$ cat src/rtl/axi4_protocol_monitor.sv
// axi4_protocol_monitor: passive AXI4 checker. It watches all five channels
// and reports handshake stability, reserved burst types, burst beat counts,
// orphan responses, READY timeouts and length-FIFO overflow.
// The monitor only has inputs on the bus side and never drives the bus.
// Optional macro AXI4_MON_PERF_CNT_EN builds the burst and stall counters.
// Without the macro those ports are tied to zero.
//
// Handshake rule: a transfer happens on a rising clk edge where VALID and
// READY are both high. Once VALID is high without READY, VALID and the
// payload must hold until the transfer happens.

// Small length FIFO that records burst lengths in issue order.
// A push into a full FIFO is dropped unless a pop happens in the same cycle.
// The caller only pops when the FIFO is not empty.
module axi4_mon_len_fifo #(
  parameter int DEPTH = 4,
  parameter int W     = 4,
  parameter int CW    = $clog2(DEPTH) + 1
) (
  input  logic          clk,
  input  logic          rst_n,
  input  logic          push,
  input  logic          pop,
  input  logic [W-1:0]  din,
  output logic [W-1:0]  head,
  output logic [CW-1:0] count,
  output logic          full,
  output logic          empty
);
  localparam int PW = $clog2(DEPTH);

  logic [W-1:0]  mem [DEPTH];
  logic [PW-1:0] wr_ptr;
  logic [PW-1:0] rd_ptr;
  logic          push_ok;

  assign full    = (count == CW'(DEPTH));
  assign empty   = (count == '0);
  assign push_ok = push && (!full || pop);
  assign head    = mem[rd_ptr];

  // Storage, pointers and occupancy. The pointers wrap naturally because DEPTH is a power of 2.
  always_ff @(posedge clk or negedge rst_n) begin
    if (!rst_n) begin
      wr_ptr <= '0;
      rd_ptr <= '0;
      count  <= '0;
      for (int i = 0; i < DEPTH; i++) mem[i] <= '0;
    end else begin
      if (push_ok) begin
        mem[wr_ptr] <= din;
        wr_ptr      <= wr_ptr + 1'b1;
      end
      if (pop) rd_ptr <= rd_ptr + 1'b1;
      count <= count + CW'(push_ok) - CW'(pop);
    end
  end
endmodule

module axi4_protocol_monitor #(
  parameter int ADDR_WIDTH = 32,
  parameter int DATA_WIDTH = 32,
  parameter int ID_WIDTH   = 9,
  parameter int LEN_WIDTH  = 4,
  parameter int MAX_OUTST  = 4,
  parameter int TIMEOUT    = 16
) (
  input  logic                      clk,
  input  logic                      ARESET_n,
  // write address
  input  logic [ID_WIDTH-1:0]       AWID,
  input  logic [ADDR_WIDTH-1:0]     AWADDR,
  input  logic [LEN_WIDTH-1:0]      AWLEN,
  input  logic [2:0]                AWSIZE,
  input  logic [1:0]                AWBURST,
  input  logic                      AWVALID,
  input  logic                      AWREADY,
  // write data
  input  logic [ID_WIDTH-1:0]       WID,
  input  logic [DATA_WIDTH-1:0]     WDATA,
  input  logic [DATA_WIDTH/8-1:0]   WSTRB,
  input  logic                      WLAST,
  input  logic                      WVALID,
  input  logic                      WREADY,
  // write response
  input  logic [ID_WIDTH-1:0]       BID,
  input  logic [1:0]                BRESP,
  input  logic                      BVALID,
  input  logic                      BREADY,
  // read address
  input  logic [ID_WIDTH-1:0]       ARID,
  input  logic [ADDR_WIDTH-1:0]     ARADDR,
  input  logic [LEN_WIDTH-1:0]      ARLEN,
  input  logic [2:0]                ARSIZE,
  input  logic [1:0]                ARBURST,
  input  logic                      ARVALID,
  input  logic                      ARREADY,
  // read data
  input  logic [ID_WIDTH-1:0]       RID,
  input  logic [DATA_WIDTH-1:0]     RDATA,
  input  logic [1:0]                RRESP,
  input  logic                      RLAST,
  input  logic                      RVALID,
  input  logic                      RREADY,
  // error reporting
  input  logic                      err_clr,
  output logic [12:0]               err_pulse,
  output logic [12:0]               err_sticky,
  output logic [4:0]                err_first,
  output logic [$clog2(MAX_OUTST):0] wr_outst,
  output logic [$clog2(MAX_OUTST):0] rd_outst,
  // performance counters
  output logic [31:0]               wr_burst_cnt,
  output logic [31:0]               rd_burst_cnt,
  output logic [31:0]               stall_cnt
);
  localparam int CW    = $clog2(MAX_OUTST) + 1;
  localparam int TW    = $clog2(TIMEOUT + 1);
  localparam int AW_PW = ADDR_WIDTH + LEN_WIDTH + 5;
  localparam int W_PW  = DATA_WIDTH + DATA_WIDTH / 8 + 1;
  localparam int R_PW  = DATA_WIDTH + 3;

  // IDs are outside every check here (ordering is tracked per direction, not per ID).
  logic unused_ids;
  assign unused_ids = ^{AWID, WID, BID, ARID, RID};

  // Channel order in these vectors matches the stability error bits: AW, W, AR, R, B.
  logic [4:0] ch_valid, ch_ready, ch_stall;
  assign ch_valid = {BVALID, RVALID, ARVALID, WVALID, AWVALID};
  assign ch_ready = {BREADY, RREADY, ARREADY, WREADY, AWREADY};
  assign ch_stall = ch_valid & ~ch_ready;

  logic aw_hs, w_hs, b_hs, ar_hs, r_hs;
  assign aw_hs = AWVALID && AWREADY;
  assign w_hs  = WVALID && WREADY;
  assign b_hs  = BVALID && BREADY;
  assign ar_hs = ARVALID && ARREADY;
  assign r_hs  = RVALID && RREADY;

  // ---------------------------------------------------------------- stability
  logic [AW_PW-1:0] aw_pay, aw_pay_q, ar_pay, ar_pay_q;
  logic [W_PW-1:0]  w_pay, w_pay_q;
  logic [R_PW-1:0]  r_pay, r_pay_q;
  logic [1:0]       b_pay_q;
  logic [4:0]       pend_q;
  logic [4:0]       stab_err;

  assign aw_pay = {AWADDR, AWLEN, AWSIZE, AWBURST};
  assign ar_pay = {ARADDR, ARLEN, ARSIZE, ARBURST};
  assign w_pay  = {WDATA, WSTRB, WLAST};
  assign r_pay  = {RDATA, RRESP, RLAST};

  assign stab_err[0] = pend_q[0] && (!AWVALID || (aw_pay != aw_pay_q));
  assign stab_err[1] = pend_q[1] && (!WVALID  || (w_pay  != w_pay_q));
  assign stab_err[2] = pend_q[2] && (!ARVALID || (ar_pay != ar_pay_q));
  assign stab_err[3] = pend_q[3] && (!RVALID  || (r_pay  != r_pay_q));
  assign stab_err[4] = pend_q[4] && (!BVALID  || (BRESP  != b_pay_q));

  // Snapshot of which channels are waiting for READY and what they were offering.
  always_ff @(posedge clk or negedge ARESET_n) begin
    if (!ARESET_n) begin
      pend_q   <= '0;
      aw_pay_q <= '0;
      w_pay_q  <= '0;
      ar_pay_q <= '0;
      r_pay_q  <= '0;
      b_pay_q  <= '0;
    end else begin
      pend_q   <= ch_stall;
      aw_pay_q <= aw_pay;
      w_pay_q  <= w_pay;
      ar_pay_q <= ar_pay;
      r_pay_q  <= r_pay;
      b_pay_q  <= BRESP;
    end
  end

  // ---------------------------------------------------------------- timeout
  logic [TW-1:0] to_cnt [5];
  logic [4:0]    to_hit;

  // A channel times out on its TIMEOUT-th consecutive stalled cycle.
  always_comb begin
    to_hit = '0;
    for (int i = 0; i < 5; i++) begin
      to_hit[i] = ch_stall[i] && (to_cnt[i] == TW'(TIMEOUT - 1));
    end
  end

  // Stall counters saturate at TIMEOUT so a long stall reports only once.
  always_ff @(posedge clk or negedge ARESET_n) begin
    if (!ARESET_n) begin
      for (int i = 0; i < 5; i++) to_cnt[i] <= '0;
    end else begin
      for (int i = 0; i < 5; i++) begin
        if (!ch_stall[i])                    to_cnt[i] <= '0;
        else if (to_cnt[i] != TW'(TIMEOUT))  to_cnt[i] <= to_cnt[i] + 1'b1;
      end
    end
  end

  // ---------------------------------------------------------------- write tracking
  logic [LEN_WIDTH-1:0] aw_head, w_beat_q;
  logic                 aw_full, aw_empty;
  logic                 w_is_last, aw_pop, w_err, aw_ovf;
  logic                 b_ok, b_err;
  logic [CW-1:0]        b_credit;

  assign w_is_last = (w_beat_q == aw_head);
  assign aw_pop    = w_hs && !aw_empty && w_is_last;
  assign w_err     = w_hs && (aw_empty || (WLAST != w_is_last));
  assign aw_ovf    = aw_hs && aw_full && !aw_pop;
  assign b_ok      = b_hs && (b_credit != '0);
  assign b_err     = b_hs && (b_credit == '0);

  axi4_mon_len_fifo #(.DEPTH(MAX_OUTST), .W(LEN_WIDTH), .CW(CW)) u_aw_fifo (
    .clk   (clk),
    .rst_n (ARESET_n),
    .push  (aw_hs),
    .pop   (aw_pop),
    .din   (AWLEN),
    .head  (aw_head),
    .count (wr_outst),
    .full  (aw_full),
    .empty (aw_empty)
  );

  // W beat counter against the oldest AW, plus credits for responses still owed.
  always_ff @(posedge clk or negedge ARESET_n) begin
    if (!ARESET_n) begin
      w_beat_q <= '0;
      b_credit <= '0;
    end else begin
      if (w_hs && !aw_empty) w_beat_q <= w_is_last ? '0 : w_beat_q + 1'b1;
      if (aw_pop && !b_ok) begin
        if (b_credit != '1) b_credit <= b_credit + 1'b1;
      end else if (!aw_pop && b_ok) begin
        b_credit <= b_credit - 1'b1;
      end
    end
  end

  // ---------------------------------------------------------------- read tracking
  logic [LEN_WIDTH-1:0] ar_head, r_beat_q;
  logic                 ar_full, ar_empty;
  logic                 r_is_last, ar_pop, r_last_err, r_orphan, ar_ovf;

  assign r_is_last  = (r_beat_q == ar_head);
  assign ar_pop     = r_hs && !ar_empty && r_is_last;
  assign r_last_err = r_hs && !ar_empty && (RLAST != r_is_last);
  assign r_orphan   = r_hs && ar_empty;
  assign ar_ovf     = ar_hs && ar_full && !ar_pop;

  axi4_mon_len_fifo #(.DEPTH(MAX_OUTST), .W(LEN_WIDTH), .CW(CW)) u_ar_fifo (
    .clk   (clk),
    .rst_n (ARESET_n),
    .push  (ar_hs),
    .pop   (ar_pop),
    .din   (ARLEN),
    .head  (ar_head),
    .count (rd_outst),
    .full  (ar_full),
    .empty (ar_empty)
  );

  // R beat counter against the oldest AR; reads complete in order.
  always_ff @(posedge clk or negedge ARESET_n) begin
    if (!ARESET_n) begin
      r_beat_q <= '0;
    end else if (r_hs && !ar_empty) begin
      r_beat_q <= r_is_last ? '0 : r_beat_q + 1'b1;
    end
  end

  // ---------------------------------------------------------------- error reporting
  logic [12:0] err_det;
  logic [3:0]  first_idx;

  // Gather every error seen at this edge into one vector.
  always_comb begin
    err_det       = '0;
    err_det[4:0]  = stab_err;
    err_det[5]    = AWVALID && (AWBURST == 2'b11);
    err_det[6]    = ARVALID && (ARBURST == 2'b11);
    err_det[7]    = w_err;
    err_det[8]    = r_last_err;
    err_det[9]    = b_err;
    err_det[10]   = r_orphan;
    err_det[11]   = |to_hit;
    err_det[12]   = aw_ovf || ar_ovf;
  end

  // Lowest set index wins when several errors land together.
  always_comb begin
    first_idx = '0;
    for (int i = 12; i >= 0; i--) begin
      if (err_det[i]) first_idx = 4'(i);
    end
  end

  // Registered pulse, sticky accumulation and first-error capture; a fresh error beats err_clr.
  always_ff @(posedge clk or negedge ARESET_n) begin
    if (!ARESET_n) begin
      err_pulse  <= '0;
      err_sticky <= '0;
      err_first  <= '0;
    end else begin
      err_pulse  <= err_det;
      err_sticky <= (err_clr ? '0 : err_sticky) | err_det;
      if (err_clr) begin
        err_first <= (err_det != '0) ? {1'b1, first_idx} : 5'd0;
      end else if (!err_first[4] && (err_det != '0)) begin
        err_first <= {1'b1, first_idx};
      end
    end
  end

  // ---------------------------------------------------------------- performance counters
`ifdef AXI4_MON_PERF_CNT_EN
  // Completed bursts per direction and stalled channel-cycles; all wrap at 2^32.
  always_ff @(posedge clk or negedge ARESET_n) begin
    if (!ARESET_n) begin
      wr_burst_cnt <= '0;
      rd_burst_cnt <= '0;
      stall_cnt    <= '0;
    end else begin
      if (aw_pop) wr_burst_cnt <= wr_burst_cnt + 32'd1;
      if (ar_pop) rd_burst_cnt <= rd_burst_cnt + 32'd1;
      stall_cnt <= stall_cnt + 32'(ch_stall[0]) + 32'(ch_stall[1]) + 32'(ch_stall[2])
                             + 32'(ch_stall[3]) + 32'(ch_stall[4]);
    end
  end
`else
  assign wr_burst_cnt = '0;
  assign rd_burst_cnt = '0;
  assign stall_cnt    = '0;
`endif

endmodule

$ cat config.mk
export PLATFORM = sky130hd
export DESIGN_NAME = axi4_protocol_monitor
export DESIGN_NICKNAME = d
export VERILOG_FILES = /design/src/rtl/axi4_protocol_monitor.sv
export SDC_FILE = /design/constraint.sdc
export NUM_CORES = 1
export LEC_CHECK = 0
export ABC_CLOCK_PERIOD_IN_PS = 4250
export BUFFER_PORTS_ARGS = -buffer_cell sky130_fd_sc_hd__buf_2
export CORE_UTILIZATION = 52
export CTS_CLUSTER_DIAMETER = 120
export DETAILED_ROUTE_END_ITERATION = 8
export GPL_TIMING_DRIVEN = 0
export HOLD_SLACK_MARGIN = 0.02
export PLACE_DENSITY = 0.8
export RECOVER_POWER = 100
export SLEW_MARGIN = 25
export SYNTH_ARGS = -nofsm -noshare
export SYNTH_HDL_FRONTEND = slang
export SYNTH_SLANG_ARGS = --single-unit
$ cat constraint.sdc
create_clock -name clk -period 4.25 [get_ports clk]
set_input_delay 0.6375 -clock clk [delete_from_list [all_inputs] [get_ports clk]]
set_output_delay 0.6375 -clock clk [all_outputs]
set_load 0.05 [all_outputs]
# After elaboration in Yosys (flattened, before gate mapping)
# Index checks and enable logic that the tools add are counted.
# classes
bitwise_logic	7
n_addsub	17
order_cmp	6
n_reduce_logical	68
muxes	44
eq_ne	30
# ops
op	count
4-bit 2-to-1 mux	21
41-bit inequality test	2
5-bit 2-to-1 mux	13
1-bit logical AND	37
37-bit inequality test	1
35-bit inequality test	1
16-bit bitwise mux	2
5-bit by 1-bit adder with 5-bit output, second input constant	5
5-bit by 4-bit == test with 1-bit output, second input constant	5
5-bit inequality test, second input constant	5
4-bit binary-select mux with 2-bit select	2
4-bit demux with 2-bit select	2
1-bit zero test	13
13-bit 2-to-1 mux	1
13-bit OR	1
13-bit nonzero test	1
3-bit >= comparator, second input constant	4
2-bit by 1-bit inequality test with 1-bit output, second input constant	6
2-bit NOT with 3-bit output	4
3-bit zero test	3
1-bit logical OR	9
3-bit 2-to-1 mux	3
2-bit by 1-bit adder with 2-bit output, second input constant	4
4-bit by 1-bit adder with 4-bit output, second input constant	2
other kinds (17)	25
# totals
output_inout_bits	133
ff_bits	274
wordCells	203
inputBits	214

# Depth between registers and ports, before layout
# Gate-level depths: netlist of run 1.
# depth
depth_word	24
ltp_mapped	15
depth_no_buf	11

# Cells and area by module
# A second synthesis of run 1 with hierarchy kept.
# unflattened
hier_cells	937
hier_area_um2	12021.5
# modules_own_cells
mod	seq_area_each_um2	cells_each	n_inst	area_per_inst_um2
axi4_protocol_monitor	5705.5	786	1	9826.9
axi4_mon_len_fifo (u_ar_fifo)	575.6	76	1	1099.8
axi4_mon_len_fifo (u_aw_fifo)	575.6	75	1	1094.8

# Worst setup path after synthesis of run 1
# OpenSTA, ideal clock, no wires.
# synth_path
path_kind	register -> register
from	register u_aw_fifo.rd_ptr[0]
to	register b_credit[1]
stages_incl_launch_ff	15
arrival_time_ns	3.016
slack_ns	1.108
synth_period_minus_slack_ns	3.142
t_required_ns	4.124
setup_ns	0.126
n_path_buf	4
cell_sequence	dfrtp_1 -> buf_6 -> mux4_2 -> xnor2_1 -> and4_1 -> buf_4 -> and2_1 -> buf_2 -> buf_4 -> o21ai_0 -> fa_1 -> and3_1 -> a21oi_1 -> o21ai_0 -> a221o_1
# synth_between
elab_chain_cells	10
word_cells_on_any_way	13
cone_classes	eq/ne (2); mux (4); bitwise (1); reduce/logical (6)
# synth_rtl
element	line	text
start, declared	34	logic [PW-1:0] rd_ptr;
start signal, assigned	54	if (pop) rd_ptr <= rd_ptr + 1'b1;
2-bit NOT with 3-bit output (implied by the code) (*)	40	assign head = mem[rd_ptr];
4-bit binary-select mux with 2-bit select (*)	40	
4-bit 2-to-1 mux (implied by the code) (*) (2 in series)	40	
4-bit == test (*)	209	assign w_is_last = (w_beat_q == aw_head);
1-bit logical AND (*)	210	assign aw_pop = w_hs && !aw_empty && w_is_last;
via aw_pop	205	logic w_is_last, aw_pop, w_err, aw_ovf;
1-bit zero test	237	end else if (!aw_pop && b_ok) begin
1-bit logical AND	237	
2-bit nonzero test (no source line)	--	
2-bit AND reduction (no source line)	--	
end signal, assigned	236	if (b_credit != '1) b_credit <= b_credit + 1'b1;
end signal, assigned	238	b_credit <= b_credit - 1'b1;
end, declared	207	logic [CW-1:0] b_credit;
# The timed path passes the listed nets; every way through them passes the cells marked *. The select of a mux whose other input is x is not followed.
# A chain may end at the register's enable or synchronous reset.

# Worst setup path after layout of run 1
# Ends and elaborated chain as after synthesis.

==> flow_summary.json, run 1 <==
{
  "cts.sinks": 274,
  "hold_path.class": "in -> async",
  "post_cts_buffers": 0,
  "grt_pass1_wl_microns": 39460,
  "final_nets": 1550,
  "max_freq_mhz": 270.2,
  "report.final.slew_viol_count": 54,
  "yosysUniqueCellTypes": 74,
  "synth_edf_count": 0,
  "worstSkewPairLatency_ns": 0.53,
  "postRouteAntennaNets": 0,
  "dp_hpwl_microns": 18870,
  "cts.repair.resized": 0,
  "area_growth_pct": 20.20,
  "portBuffers": 205,
  "die-width_microns": 155.0,
  "vias": 7825,
  "h-tree-depth": 1,
  "cap_violations": 1,
  "syn_area_sq_mm": 0.01217,
  "cts_hold_buffers": 0,
  "critPathLaunchType": "register",
  "crit_path_end_kind": "register",
  "finalPower_mw": 7.762,
  "critPathRequiredTime_ns": 4.67,
  "worstSetupPathType": "reg -> reg",
  "p_sw_mw": 2.501,
  "drtIter0Drc": 270,
  "root_buffer": "clkbuf_16",
  "wire_per_inst_microns": 15.08,
  "synth.most_common_cell": "dfrtp_1",
  "clock-skew-final_ns": 0.008688,
  "peakVddDrop_mv": 0.4081,
  "grt_pass1_vias": 8088,
  "grt_usage": 0.2071,
  "violations": "capacitance limit, slew limit",
  "ys_seq_elements": 274,
  "synth_top_flop_cell": "dfrtp_1",
  "overflow": 0,
  "reg2reg_slack_ns": 0.55,
  "fin_ws_ns": 0.5489,
  "fp.dieH_microns": 155.0,
  "synth_warnings": 0,
  "clkSlewWorstSetupHoldPaths_ns": 0.06,
  "worstPathArrival_ns": 4.12,
  "dieArea_sq_mm": 0.02403,
  "synth_cells": 970,
  "yosysTopAreaCellShare": 0.5632,
  "max_slew_margin": -0.6212,
  "grt_max_degree": 89,
  "dr.pass1.iters": 4,
  "drc": 0,
  "cts_made_buffers": 29,
  "postSynthAreaPerCell_sq_um": 12.55,
  "clockPowerShare": 0.319,
  "min_period_ns": 3.701,
  "async_reset_ff_frac": 1.000,
  "powerDensity_mw_per_mm2": 530.4,
  "p_comb_frac": 0.259,
  "critPathMaxFanout": 10,
  "status": "finished with violations",
  "hold_violations": 0,
  "post-route-period-util": 0.8708,
  "worstMarginPinSlew_ns": 2.432,
  "core_sq_mm": 0.02278,
  "wl_microns": 24710,
  "antenna_found_initial": 2,
  "switching_share": 0.3222,
  "final_util": 0.6424,
  "synth_common_cells": "dfrtp_1 (274), xor2_1 (142), buf_4 (100)",
  "rows": 55,
  "post_route_cells_drive_above_1_share": 0.1238,
  "synth_largest_area_cell": "dfrtp_1",
  "p_int_mw": 5.261,
  "synth_seq_area_share": 0.5632,
  "tritoncts": "done",
  "avgViaCountPerCell": 4.774,
  "grt_setup_unrepaired": "false",
  "start_util": 0.5345,
  "synth_top_cells_by_area": "dfrtp_1 (56%), xor2_1 (10%), buf_4 (6.2%)",
  "pin_count": 347,
  "p_leak_nw": 6.811,
  "cts_buffer_depth": 3,
  "setup_violations": 0,
  "seqPwrFrac": 0.422,
  "dp_worst_setup_slack_ns": 0.8286,
  "gp_congestion": 0.8244
}
==> metal layers <==
layer / wire length, microns / vias to the layer above / track usage / share of wire
met5: 12 / - / 0 / 0.00049
li1: - / 3751 / - / -
met2: 12600 / 236 / 0.3644 / 0.51
met4: 835 / 2 / 0.07308 / 0.034
met1: 10070 / 3768 / 0.2563 / 0.41
met3: 1188 / 68 / 0.03705 / 0.048
==> cell families after synthesis <==
group	count (synthesis)	share of synthesized area
xor+xnor	189	0.1360
flops	274	0.5632
simple gates	190	0.08510
buf+inv	156	0.07986
compound gates	80	0.05180
mux	48	0.04902
other cells	1	0.0003080
fa+ha+maj	32	0.03474
==> power groups by stage <==
stage	sequential [mW]	clock, mW	combinational (mW)
6_report	3.28	2.48	2.01
5_1_grt	3.33	2.64	2.19
3_5_place_dp	3.32	0	2.12
4_1_cts	3.28	2.54	2.13
3_3_place_gp	3.30	0	2.04
2_1_floorplan	3.51	0	1.37
==> state kept, by name (all words and copies together) (netlist names) <==
register / flops
b_pay_q: 2
w_beat_q: 4
u_aw_fifo.wr_ptr: 2
pend_q: 5
u_ar_fifo.wr_ptr: 2
r_pay_q: 35
err_pulse: 13
u_ar_fifo.mem: 16
ar_pay_q: 41
u_aw_fifo.count: 3
u_aw_fifo.mem: 16
r_beat_q: 4
u_ar_fifo.count: 3
w_pay_q: 37
to_cnt: 25
err_sticky: 13
u_aw_fifo.rd_ptr: 2
err_first: 5
u_ar_fifo.rd_ptr: 2
b_credit: 3
aw_pay_q: 41
==> critical path, stage by stage (launching register included) <==
cell and delay [ns]:
dfrtp_1 0.34, buf_6 0.14, mux4_2 0.53, xnor2_1 0.19, and4_1 0.21, clkbuf_1 0.23, and2_1 0.16, clkbuf_1 0.27
buf_4 0.25, o21ai_0 0.13, fa_1 0.51, and3_1 0.19, a21oi_1 0.11, o21ai_0 0.08, a221o_1 0.25
==> area by class of cell <==
class	count	area [sq um]
fillers	1821	8145
flip-flops and latches	274	6857
multi-input cells	635	4636
repair buffers	208	854.6
clock buffers	43	808.3
plain buffers	108	778.2
well taps	313	391.6
inverters	48	180.2
clock inverters	9	125.1
diodes	1	2.502
==> cells in the final DEF, fill, tap and decap left out, types with 3 or more instances in the layout <==
master	instances
nand4_1	10
buf_4	97
nand3_1	20
nor2b_1	6
dfrtp_1	274
a21oi_1	12
nor2_1	27
mux2i_1	9
nand2b_1	6
clkinv_2	4
clkbuf_1	219
fa_1	3
xor2_1	142
a21o_1	16
inv_1	46
nor3_1	16
mux4_2	6
nor4b_1	4
clkbuf_16	29
and2_0	4
nor4_1	33
buf_2	6
clkbuf_8	3
nand2_1	37
o21ai_0	16
conb_1	96
and3_1	11
mux2_1	32
ha_1	29
and2_1	3
bufinv_16	3
o31ai_1	3
xnor2_1	47
==> through the flow <==
step,hold slack (ns),instance area (sq um),std cells,TNS (ns)
finish,0.05384,14630,1639,0
global route,0.08457,14630,1638,0
CTS,0.05397,14970,1638,0
detailed placement,0.4682,14040,1586,0
global placement,0.4562,13950,1583,-633.46
floorplan,0.3419,12530,1065,0
==> path summary, 6_finish.rpt <==
check | endpoint | startpoint | depth (start not counted)
max | b_credit[1]$_DFFE_PN0P_ | u_aw_fifo.rd_ptr[0]$_DFFE_PN0P_ | 14
min | u_ar_fifo.mem[7]$_DFFE_PN0P_ | ARESET_n | 1
max reg2reg | b_credit[1]$_DFFE_PN0P_ | u_aw_fifo.rd_ptr[0]$_DFFE_PN0P_ | 14
min reg2reg | err_sticky[3]$_DFF_PN0_ | err_sticky[3]$_DFF_PN0_ | 1
max in group asynchronous | u_aw_fifo.count[1]$_DFF_PN0_ | ARESET_n | 3
min in group clk | aw_pay_q[12]$_DFF_PN0_ | AWADDR[3] | 1
No activity file was read; power rests on OpenSTA's default activity.
==> run 2, diff against run 1 <==
- CAP_MARGIN: not set -> 40
- CORE_UTILIZATION: 52 -> 25
- PLACE_DENSITY: 0.8 -> not set
==> flow_summary.json, run 2 (same netlist as run 1, synthesis figures left out) <==
{
  "status": "finished, final reports clean",
  "dr.pass1.iters": 4,
  "overflow": 0,
  "avgViaCountPerCell": 3.968,
  "tritoncts": "done",
  "critPathRequiredTime_ns": 4.66,
  "r2r_start": "u_aw_fifo.rd_ptr[0]$_DFFE_PN0P_",
  "portBuffers": 205,
  "min_to": "r_pay_q[19]$_DFF_PN0_",
  "clock-skew-final_ns": 0.01670,
  "grt_setup_unrepaired": "false",
  "wire_per_inst_microns": 14.16,
  "critPathMaxFanout": 10,
  "place_inst": 1888,
  "drtIter0Drc": 378,
  "dieArea_sq_mm": 0.04958,
  "h-tree-depth": 2,
  "largestRegisters": "ar_pay_q: 41 flops, aw_pay_q: 41 flops, w_pay_q: 37 flops",
  "cap_violations": 0,
  "final_nets": 1560,
  "rows": 80,
  "max_slew_margin": 0.05968,
  "fp.dieH_microns": 222.7,
  "worstRegToRegCells": 14,
  "root_buffer": "clkbuf_16",
  "postRouteAntennaNets": 0,
  "mostFrequentLayoutCells": "dfrtp_1 (274), clkbuf_1 (214), xor2_1 (142)",
  "post_route_cells_drive_above_1_share": 0.1340,
  "worstSetupPathType": "reg -> reg",
  "grt_pass1_wl_microns": 43530,
  "min_period_ns": 3.705,
  "area_growth_pct": 25.14,
  "hold_path.class": "in -> reg",
  "max_freq_mhz": 269.9,
  "cts_buffer_depth": 3,
  "min_path_cells": 1,
  "worstMarginPinSlew_ns": 1.410,
  "clkSlewWorstSetupHoldPaths_ns": 0.06,
  "fin_setup_tns_ns": 0,
  "setup_violations": 0,
  "cts_made_buffers": 35,
  "drc": 0,
  "hold_violations": 0,
  "diodes": 0,
  "die-width_microns": 222.7,
  "worstSkewPairLatency_ns": 0.53,
  "final_common_cell": "dfrtp_1",
  "pin_count": 347,
  "gp_congestion": 0.7567,
  "grt_pass1_vias": 7803,
  "holdCritStartpoint": "RDATA[16]",
  "cts.sinks": 274,
  "post-route-period-util": 0.8718,
  "core_sq_mm": 0.04785,
  "worstPathArrival_ns": 4.12,
  "dp_hpwl_microns": 21120,
  "crit_path_end_kind": "register",
  "p_leak_nw": 6.920,
  "reg2reg_slack_ns": 0.54,
  "vias": 7741,
  "r2r-end": "b_credit[1]$_DFFE_PN0P_",
  "powerDensity_mw_per_mm2": 544.0,
  "peakVddDrop_mv": 0.3064,
  "dp_worst_setup_slack_ns": 0.8141,
  "wl_microns": 27630,
  "report.final.slew_viol_count": 0,
  "stdcell_count": 1951,
  "grt_max_degree": 93,
  "antenna_found_initial": 2,
  "start_util": 0.2544,
  "grt_usage": 0.1134,
  "fin_ws_ns": 0.5447,
  "critPathLaunchType": "register"
}
run 2: stage by stage:
| step | hold slack (ns) | total power [mW] | utilization | cell area, sq um |
|---|---|---|---|---|
| final | 0.2383 | 8.287 | 0.3184 | 15230 |
| after floorplan | 0.3419 | 4.876 | - | 12530 |
| after global routing | 0.2001 | 8.771 | 0.3184 | 15230 |
| after detailed placement | 0.4639 | 5.469 | 0.3014 | 14420 |
| after CTS | 0.1923 | 8.549 | 0.3260 | 15600 |
| after global placement | 0.4570 | 5.374 | 0.2994 | 14330 |
run 2: report_power, final:
part | total, mW | switching [mW] | internal (mW) | leakage (nW)
sequential | 3.27 | 0.269 | 3.01 | 3.31
combinational | 2.02 | 1.25 | 0.766 | 3.04
clock | 3.00 | 1.14 | 1.85 | 0.568
total | 8.29 | 2.66 | 5.62 | 6.92
run 2: how the worst max path moves through the flow:
stage                                    startpoint                 endpoint  slack [ns]
finish              u_aw_fifo.rd_ptr[0]$_DFFE_PN0P_  b_credit[1]$_DFFE_PN0P_        0.54
global route        u_aw_fifo.rd_ptr[0]$_DFFE_PN0P_  b_credit[1]$_DFFE_PN0P_        0.32
CTS                 u_aw_fifo.rd_ptr[0]$_DFFE_PN0P_  b_credit[1]$_DFFE_PN0P_        0.80
detailed placement  u_aw_fifo.rd_ptr[0]$_DFFE_PN0P_  b_credit[1]$_DFFE_PN0P_        0.81
global placement                           ARESET_n    w_pay_q[31]$_DFF_PN0_       -2.65
floorplan           u_aw_fifo.rd_ptr[0]$_DFFE_PN0P_  b_credit[1]$_DFFE_PN0P_        1.11
run 2: final cells by class:
| class | instances | area, sq um |
|---|---|---|
| fillers | 4964 | 32610 |
| flip-flops and latches | 274 | 6857 |
| clock buffers | 46 | 1010 |
| multi-input cells | 635 | 4639 |
| plain buffers | 108 | 779.5 |
| well taps | 615 | 769.5 |
| clock inverters | 13 | 158.9 |
| inverters | 48 | 180.2 |
| repair buffers | 212 | 840.8 |
run 2: timing repair:
action                                 4_1_cts  5_1_grt
endpoints found under the hold margin       22        0
hold buffers                                 1        0
setup buffers                                0        0
gates resized for setup                      0        0
run 2: routing by layer:
layer	track usage	wire [microns]
met5	0	27
met4	0.04049	823
met3	0.03306	1496
met2	0.1838	13210
met1	0.1430	12080
run 2: worst max-delay path: stages, from the launching register on:
cell	delay, ns
dfrtp_1	0.34
buf_6	0.14
mux4_2	0.53
xnor2_1	0.19
and4_1	0.20
clkbuf_1	0.24
and2_1	0.17
clkbuf_1	0.26
buf_4	0.24
o21ai_0	0.12
fa_1	0.51
and3_1	0.20
a21oi_1	0.10
o21ai_0	0.08
a221o_1	0.26
==> run 3, diff against run 2 <==
- CELL_PAD_IN_SITES_DETAIL_PLACEMENT: not set -> 0
- CELL_PAD_IN_SITES_GLOBAL_PLACEMENT: not set -> 1
- PLACE_DENSITY_LB_ADDON: not set -> 0.05
==> flow_summary.json, run 3 (same netlist as run 1, synthesis figures left out) <==
{
  "status": "finished with violations",
  "violations": "capacitance limit, slew limit",
  "fin_hold_ws_ns": 0.2339,
  "final_nets": 1562,
  "reg2reg_slack_ns": 0.61,
  "p_sw_mw": 2.751,
  "max_slew_margin": -0.9048,
  "post_cts_buffers": 0,
  "seqPwrFrac": 0.388,
  "finalPower_mw": 8.446,
  "stdcell_area_sq_mm": 0.01534,
  "cpMostUsedCell": "o21ai_0",
  "postRouteAntennaNets": 0,
  "worstMarginPinSlew_ns": 2.857,
  "dieArea_sq_mm": 0.04958,
  "grt_pass1_vias": 7844,
  "r2r_start": "u_aw_fifo.rd_ptr[0]$_DFFE_PN0P_",
  "peakVddDrop_mv": 0.2390,
  "slowest_stage": "mux4_2",
  "cts.sinks": 274,
  "dp_hpwl_microns": 23210,
  "grt_setup_unrepaired": "false",
  "portBuffers": 205,
  "min_path_cells": 1,
  "post-route-period-util": 0.8565,
  "crit_path_end_kind": "register",
  "critPathMaxFanout": 10,
  "tritoncts": "done",
  "fin_ws_ns": 0.6100,
  "avgViaCountPerCell": 3.880,
  "min_period_ns": 3.640,
  "rows": 80,
  "grt_usage": 0.1271,
  "min_to": "r_pay_q[9]$_DFF_PN0_",
  "stdcell_count": 1957,
  "p_comb_frac": 0.244,
  "largestRegisters": "ar_pay_q: 41 flops, aw_pay_q: 41 flops, w_pay_q: 37 flops",
  "area_growth_pct": 25.98,
  "diodes": 0,
  "start_util": 0.2544,
  "wl_microns": 30790,
  "antenna_found_initial": 1,
  "dp_worst_setup_slack_ns": 0.7589,
  "critPathLaunchType": "register",
  "placed_area_sq_mm": 0.01443,
  "cts_buffer_depth": 3,
  "clockPowerShare": 0.368,
  "fp.dieH_microns": 222.7,
  "critPathRequiredTime_ns": 4.67,
  "worstRegToRegCells": 14,
  "grt_max_degree": 78,
  "vias": 7594,
  "die-width_microns": 222.7,
  "fillers": 4983,
  "gp_congestion": 0.7000,
  "hold_violations": 0,
  "cap_violations": 1,
  "root_buffer": "clkbuf_16",
  "hold_path.class": "in -> reg",
  "post_route_cells_drive_above_1_share": 0.1349,
  "holdCritStartpoint": "RDATA[6]",
  "overflow": 0,
  "drc": 0,
  "worstPathArrival_ns": 4.06,
  "mostFrequentLayoutCells": "dfrtp_1 (274), clkbuf_1 (217), xor2_1 (142)",
  "report.final.slew_viol_count": 46,
  "h-tree-depth": 2,
  "fin_setup_tns_ns": 0,
  "cts_made_buffers": 36,
  "pin_count": 347,
  "switching_share": 0.3257,
  "setup_violations": 0,
  "worstSetupPathType": "reg -> reg",
  "p_int_mw": 5.695,
  "final_common_cell": "dfrtp_1",
  "grt_pass1_wl_microns": 47990,
  "worstPathCellList": "buf_6 > mux4_2 > xnor2_1 > and4_1 > clkbuf_1 > and2_1 > buf_2 > buf_4 > o21ai_0 > fa_1 > and3_1 > a21oi_1 > o21ai_0 > a221o_1",
  "clock-skew-final_ns": 0.01640,
  "cp_slowest_stage_delay_ns": 0.55,
  "wire_per_inst_microns": 15.73,
  "place_inst": 1890,
  "dr.pass1.iters": 4,
  "r2r-end": "b_credit[1]$_DFFE_PN0P_",
  "powerDensity_mw_per_mm2": 550.7,
  "drtIter0Drc": 325,
  "final_util": 0.3206,
  "max_freq_mhz": 274.7,
  "critPathLaunch": "u_aw_fifo.rd_ptr[0]$_DFFE_PN0P_",
  "clkSlewWorstSetupHoldPaths_ns": 0.06,
  "core_sq_mm": 0.04785,
  "worstSkewPairLatency_ns": 0.54,
  "p_leak_nw": 6.965
}
==> run 3: changes by cell type in the layout (fill, tap and decap cells not counted), sizes merged <==
cell and delta:
clkbuf +10, inv -1, buf +3, clkinv -3, clkinvlp -1, bufinv -2
==> run 3: how the worst max path moves through the flow <==
stage / end / slack [ns]
final: b_credit[1]$_DFFE_PN0P_ / 0.61
after global routing: aw_pay_q[30]$_DFF_PN0_ / 0.28
after CTS: b_credit[1]$_DFFE_PN0P_ / 0.74
after detailed placement: b_credit[1]$_DFFE_PN0P_ / 0.76
after global placement: w_pay_q[31]$_DFF_PN0_ / -3.30
after floorplan: b_credit[1]$_DFFE_PN0P_ / 1.11
==> run 3: critical path, delay by kind of cell (launching register included) <==
kind / cells / cell delay (ns)
buffers and inverters: 4 / 0.77
and+or+nand+nor: 3 / 0.58
AOI/OAI and AO/OA: 4 / 0.58
muxes: 1 / 0.55
adders and majority gates: 1 / 0.52
DFF: 1 / 0.33
xor gates and xnor gates: 1 / 0.19
==> run 3: what timing repair did <==
item / in CTS / in global routing
resized for setup: 0 / 0
hold endpoints to repair: 45 / 0
hold buffers: 1 / 0
==> run 3: power by group through the flow <==
stage / Sequential [mW] / Clock, mW / Combinational [mW]
5_1_grt: 3.34 / 3.35 / 2.29
6_report: 3.28 / 3.11 / 2.06
4_1_cts: 3.29 / 3.24 / 2.21
3_5_place_dp: 3.33 / 0 / 2.19
3_3_place_gp: 3.33 / 0 / 2.17
2_1_floorplan: 3.51 / 0 / 1.37
==> run 3: cell type report <==
type | instances | area [sq um] | share of cell area
Sequential cell | 274 | 6857 | 0.4471
Multi-Input combinational cell | 635 | 4639 | 0.3025
Clock buffer | 58 | 1156 | 0.07538
Timing Repair Buffer | 213 | 883.3 | 0.05760
Buffer | 108 | 780.7 | 0.05091
Tap cell | 615 | 769.5 | 0.05017
Inverter | 48 | 180.2 | 0.01175
Clock inverter | 6 | 71.32 | 0.004650
==> run 3: routing by layer <==
layer	global-route usage	routed length, microns
met4	0.03826	620
met3	0.03240	1570
met2	0.1933	13930
met5	0	0
met1	0.1766	14680
